[src/rtl/ld_sig_tx.sv]
// ld_sig_tx: bit-serial frame transmitter for the LightDance signature link.
// Takes NBYTES payload bytes over valid/ready, shifts each byte out LSB
// first while folding every payload bit into an 8-bit signature register,
// then appends that signature as an 8-bit tail so the receiver can compare
// it against its own signature. All outputs come straight from flops.
module ld_sig_tx #(
    parameter int NBYTES = 4
) (
    input  logic       clk,
    input  logic       arst,
    input  logic       start,
    input  logic [7:0] seed,
    input  logic       in_valid,
    input  logic [7:0] in_data,
    output logic       in_ready,
    output logic       sout,
    output logic       sout_valid,
    output logic       sout_last,
    output logic       busy,
    output logic [7:0] sig
);

    // Byte counter only needs to reach NBYTES-1; keep at least one bit.
    localparam int             BCW       = (NBYTES > 1) ? $clog2(NBYTES) : 1;
    localparam logic [BCW-1:0] LAST_BYTE = BCW'(NBYTES - 1);

    typedef enum logic [1:0] {
        IDLE  = 2'd0,
        WAIT  = 2'd1,
        SHIFT = 2'd2,
        TAIL  = 2'd3
    } state_t;

    // One step of the signature register shared with the receiver. Bit 0
    // is the feedback tap; the new payload bit enters at the top.
    function automatic logic [7:0] sig_step(input logic [7:0] s, input logic d);
        logic [7:0] n;
        n[7] = d ^ s[0];
        n[6] = s[7];
        n[5] = s[6] ^ s[0];
        n[4] = s[5] ^ s[0];
        n[3] = s[4];
        n[2] = s[3];
        n[1] = s[2] ^ s[0];
        n[0] = s[1] ^ s[0];
        return n;
    endfunction

    state_t         state_r;
    logic [7:0]     sig_r;
    logic [7:0]     shift_r;
    logic [2:0]     bit_cnt_r;
    logic [BCW-1:0] byte_cnt_r;

    logic           in_ready_r;
    logic           sout_r;
    logic           sout_valid_r;
    logic           sout_last_r;
    logic           busy_r;

    logic [7:0]     sig_upd_s;

    // Signature after absorbing the payload bit currently on the line.
    assign sig_upd_s = sig_step(sig_r, shift_r[0]);

    // Frame sequencer: state, datapath and the registered outputs are all
    // advanced together so each output flop already holds the value that
    // belongs to the state being entered.
    always_ff @(posedge clk or negedge arst) begin
        if (!arst) begin
            state_r      <= IDLE;
            sig_r        <= 8'h00;
            shift_r      <= 8'h00;
            bit_cnt_r    <= 3'd0;
            byte_cnt_r   <= '0;
            in_ready_r   <= 1'b0;
            sout_r       <= 1'b0;
            sout_valid_r <= 1'b0;
            sout_last_r  <= 1'b0;
            busy_r       <= 1'b0;
        end else begin
            case (state_r)
                IDLE: begin
                    // in_valid is deliberately not looked at here.
                    if (start) begin
                        sig_r        <= seed;
                        byte_cnt_r   <= '0;
                        state_r      <= WAIT;
                        in_ready_r   <= 1'b1;
                        busy_r       <= 1'b1;
                        sout_r       <= 1'b0;
                        sout_valid_r <= 1'b0;
                        sout_last_r  <= 1'b0;
                    end else begin
                        in_ready_r   <= 1'b0;
                        sout_r       <= 1'b0;
                        sout_valid_r <= 1'b0;
                        sout_last_r  <= 1'b0;
                        busy_r       <= 1'b0;
                    end
                end

                WAIT: begin
                    // start is ignored; only a payload byte moves us on.
                    if (in_valid) begin
                        shift_r      <= in_data;
                        bit_cnt_r    <= 3'd0;
                        state_r      <= SHIFT;
                        in_ready_r   <= 1'b0;
                        sout_r       <= in_data[0];
                        sout_valid_r <= 1'b1;
                    end else begin
                        in_ready_r   <= 1'b1;
                        sout_valid_r <= 1'b0;
                    end
                end

                SHIFT: begin
                    sig_r     <= sig_upd_s;
                    shift_r   <= {1'b0, shift_r[7:1]};
                    bit_cnt_r <= bit_cnt_r + 3'd1;
                    if (bit_cnt_r == 3'd7) begin
                        if (byte_cnt_r == LAST_BYTE) begin
                            // Tail starts with bit 0 of the final signature.
                            state_r      <= TAIL;
                            bit_cnt_r    <= 3'd0;
                            sout_r       <= sig_upd_s[0];
                            sout_valid_r <= 1'b1;
                        end else begin
                            // Back to WAIT: this is the one-cycle bubble.
                            byte_cnt_r   <= byte_cnt_r + BCW'(1);
                            state_r      <= WAIT;
                            in_ready_r   <= 1'b1;
                            sout_r       <= 1'b0;
                            sout_valid_r <= 1'b0;
                        end
                    end else begin
                        sout_r       <= shift_r[1];
                        sout_valid_r <= 1'b1;
                    end
                end

                TAIL: begin
                    // Plain shift-out, no feedback: sig drains to zero.
                    sig_r     <= {1'b0, sig_r[7:1]};
                    bit_cnt_r <= bit_cnt_r + 3'd1;
                    if (bit_cnt_r == 3'd7) begin
                        state_r      <= IDLE;
                        sout_r       <= 1'b0;
                        sout_valid_r <= 1'b0;
                        sout_last_r  <= 1'b0;
                        busy_r       <= 1'b0;
                    end else begin
                        sout_r       <= sig_r[1];
                        sout_valid_r <= 1'b1;
                        sout_last_r  <= (bit_cnt_r == 3'd6);
                    end
                end

                default: begin
                    state_r      <= IDLE;
                    in_ready_r   <= 1'b0;
                    sout_r       <= 1'b0;
                    sout_valid_r <= 1'b0;
                    sout_last_r  <= 1'b0;
                    busy_r       <= 1'b0;
                end
            endcase
        end
    end

    assign in_ready   = in_ready_r;
    assign sout       = sout_r;
    assign sout_valid = sout_valid_r;
    assign sout_last  = sout_last_r;
    assign busy       = busy_r;
    assign sig        = sig_r;

endmodule

[config.mk]
export PLATFORM = sky130hd
export DESIGN_NAME = ld_sig_tx
export DESIGN_NICKNAME = d
export VERILOG_FILES = /design/src/rtl/ld_sig_tx.sv
export SDC_FILE = /design/constraint.sdc
export NUM_CORES = 1
export LEC_CHECK = 0
export CAP_MARGIN = 20
export CORE_MARGIN = 5
export CORE_UTILIZATION = 50
export CTS_BUF_LIST = sky130_fd_sc_hd__clkbuf_4 sky130_fd_sc_hd__clkbuf_8 sky130_fd_sc_hd__clkbuf_16
export DETAILED_ROUTE_END_ITERATION = 7
export PLACE_DENSITY = 0.85
export SKIP_LAST_GASP = 1
export SLEW_MARGIN = 15
export SYNTH_ARGS = -nofsm -noshare
export SYNTH_HDL_FRONTEND = slang
export SYNTH_SLANG_ARGS = --single-unit
[constraint.sdc]
create_clock -name clk -period 2.9 [get_ports clk]
set_input_delay 0.725 -clock clk [delete_from_list [all_inputs] [get_ports clk]]
set_output_delay 0.725 -clock clk [all_outputs]
set_load 0.01 [all_outputs]
==> qor.csv <==
metric,value,unit
final setup fails,0,
first-pass GRT wire length,6330,µm
Reg2Reg Depth,6,
Initial Utilization,52.2,%
wire per inst,14.7,µm
crit-path max FO,9,
Fin. Hold Viols,0,
Tmin final,2.27,ns
H-tree depth,1,
Chip Width,66.7,µm
VDD IR max,0.000473,V
crit-path cells,clkdlybuf4s50_1,
"slowest stage delay, CP",0.61,ns
Critical Path Stages,1,
Final Util,64.5,%
vias per cell,5.51,
slowest cell on the critical path,clkdlybuf4s50_1,
largest net degree at the start of global routing,29,
R2R setup slack,0.89,ns
layout cells sized above 1,4.98,%
core area,3080,µm²
main flop type after synthesis,dfrtp_1,
nets@finish,233,
Max-Cap Viols,0,
global placement routability congestion,0.776,
Area Growth Syn to Fin,23.5,%
Mapped Cells,171,
initial antenna violation count,0,
Buf/Inv on CP,1,
crit path to,sig[0],
Rel. slew slack,65.6,%
total CTS buffers,3,
number of flops mapped to enable cells by yosys,0,
# port buffers,32,
Slew Limit Fails,0,
CP startpoint kind,register,
router iterations before antenna repair,4,
drt drc,0,
WP data required,2.17,ns
reg-to-reg critical path endpoint,bit_cnt_r[0],
Synthesized Nets,202,
fin crit share,78.3,%
Mapped Area,1610,µm²
Leak,0.847,nW
Clock Sinks,28,
worst r2r src,state_r[1],
Worst Max-Slew Pin Slew,0.516,ns
status,"complete, no violations",
"antenna viol nets, final",0,
Yosys warnings,0,
initial DRC count,113,
critical path arrival,1.55,ns
HPWL Detailed,2690,µm
Clock Latency Late Sink,0.33,ns
IO Pins,33,
row count,20,
total gr overflow,0,
worst hold path startpoint,shift_r[7],
n_diodes,0,
RSZ-0062 raised after global routing,no,
syn avg cell area,9.39,µm²
critical path class,register to output port,
setup tns final,0,ns
Critical Path Source,sig[0],
CTS resizes,0,
P per Cell Area,1080,nW/µm²
element type at the critical path end,output port,
Root Buffer,clkbuf_4,
ys async rst share,100,%
clk buf depth,2,
sequential-to-total area share from yosys stat,43.6,%
gr usage total,18.4,%
CTS tree,done,
unique cell type count in the Yosys netlist,38,
Die Y-Extent,66.7,µm
Synth Register Bits,28,
"Hold-fix buffers, CTS",0,
Power Total,0.00214,W
Post-CTS Setup Repair Bufs,0,
Clock Skews,0.00304,ns
max frequency,440,MHz
vias after detailed routing,1351,
WL final,3600,µm
vias in the first global route,1400,
clk slew on worst S/H paths,0.15,ns
Top Family by Delay on Critical Path,buffers and inverters,
die area,4450,µm²
Worst Hold Class,register to register,
[sequential cells by signal (all words and copies together) (netlist names)]
name	cells
sig	8
in_ready	1
shift_r	8
bit_cnt_r	3
byte_cnt_r	2
sout_valid	1
sout_last	1
state_r	2
busy	1
sout	1
[placed cells by master, fill, tap and decap left out]
cell | synthesis | layout
a21o_1 | 1 | 1
a21o_2 | 1 | 1
a21oi_1 | 16 | 16
a221oi_1 | 2 | 2
a221oi_2 | 1 | 1
a22oi_1 | 2 | 2
a31oi_1 | 2 | 2
a32oi_1 | 1 | 1
buf_4 | 2 | 2
clkbuf_4 | 0 | 3
clkbuf_8 | 0 | 1
clkdlybuf4s50_1 | 0 | 32
dfrtp_1 | 28 | 28
ha_1 | 11 | 11
inv_1 | 9 | 9
inv_2 | 1 | 1
mux2_1 | 1 | 1
mux2i_1 | 4 | 4
nand2_1 | 18 | 18
nand2b_1 | 5 | 5
nand3_1 | 3 | 3
nand3b_1 | 2 | 2
nand4_1 | 1 | 1
nand4b_1 | 1 | 1
nor2_1 | 6 | 6
nor2_4 | 1 | 1
nor2b_1 | 2 | 2
nor3_1 | 3 | 3
o211a_1 | 1 | 1
o21ai_0 | 5 | 5
o21ai_1 | 12 | 12
o21bai_1 | 1 | 1
o22ai_1 | 14 | 14
o31ai_1 | 1 | 1
o32a_1 | 1 | 1
o41ai_1 | 1 | 1
xnor2_1 | 3 | 3
xor2_1 | 2 | 2
[cells in the mapped netlist, types with 2 or more instances]
| master | instances | area (µm²) |
|---|---|---|
| inv_1 | 9 | 33.8 |
| mux2i_1 | 4 | 40.0 |
| buf_4 | 2 | 15.0 |
| nor2_1 | 6 | 22.5 |
| clkbuf_1 | 2 | 7.51 |
| nand2b_1 | 5 | 31.3 |
| a221oi_1 | 2 | 17.5 |
| nand2_1 | 18 | 67.6 |
| a31oi_1 | 2 | 12.5 |
| o22ai_1 | 14 | 87.6 |
| ha_1 | 11 | 138 |
| xor2_1 | 2 | 17.5 |
| xnor2_1 | 3 | 26.3 |
| nor2b_1 | 2 | 12.5 |
| o21ai_1 | 12 | 60.1 |
| nand3b_1 | 2 | 15.0 |
| nor3_1 | 3 | 15.0 |
| buf_2 | 3 | 15.0 |
| nand3_1 | 3 | 15.0 |
| o21ai_0 | 5 | 25.0 |
| a21oi_1 | 16 | 80.1 |
| a22oi_1 | 2 | 15.0 |
| dfrtp_1 | 28 | 701 |
[area by class of cell]
| cell class | instances | area [µm²] |
|---|---|---|
| tap | 44 | 55.1 |
| clock buffer | 4 | 36.3 |
| timing repair buffer | 34 | 335 |
| fill | 239 | 1090 |
| multi-input combinational | 125 | 820 |
| inverter | 10 | 37.5 |
| sequential | 28 | 701 |
[metrics by stage]
| step | area [µm²] | worst slack, ns | hold WS, ns | cells |
|---|---|---|---|---|
| final | 1980 | 0.630 | 0.509 | 245 |
| after CTS | 1980 | 0.615 | 0.510 | 245 |
| after global placement | 1950 | 0.620 | 0.476 | 241 |
| after global routing | 1980 | 0.567 | 0.535 | 245 |
| after detailed placement | 1950 | 0.544 | 0.477 | 241 |
| after floorplan | 1610 | 1.34 | 0.429 | 171 |
[logic make-up (layout without fill, tap and decap cells)]
family	Yosys count	count (layout)	synth area share, %
compound gates	62	62	23.8
xor+xnor	5	5	2.73
fa+ha+maj	11	11	8.57
buf+inv	18	48	5.37
flops	28	28	43.6
mux	5	5	3.19
simple gates	42	42	12.8
[where the power goes]
| part | switching (W) | total (W) | internal (W) |
|---|---|---|---|
| registers | 0.000169 | 0.000734 | 0.000565 |
| logic | 0.000649 | 0.00121 | 0.000559 |
| clock network | 0.000117 | 0.000194 | 0.0000770 |
[worst min path at each step]
stage / cells past startpoint / to / slack, ns
2_1_floorplan: 0 / bit_cnt_r[0] / 0.43
3_3_place_gp: 2 / shift_r[7] / 0.48
3_5_place_dp: 2 / shift_r[7] / 0.48
4_1_cts: 2 / shift_r[7] / 0.51
5_1_grt: 2 / shift_r[7] / 0.53
6_report: 2 / shift_r[7] / 0.51
[per-layer routing]
layer / share of wire (%) / GRT usage (%)
met1: 42 / 22.5
met5: 0 / 0
met3: 4.8 / 3.20
met4: 1.9 / 8.38
met2: 51 / 31.2
No activity file was read; power rests on OpenSTA's default activity.
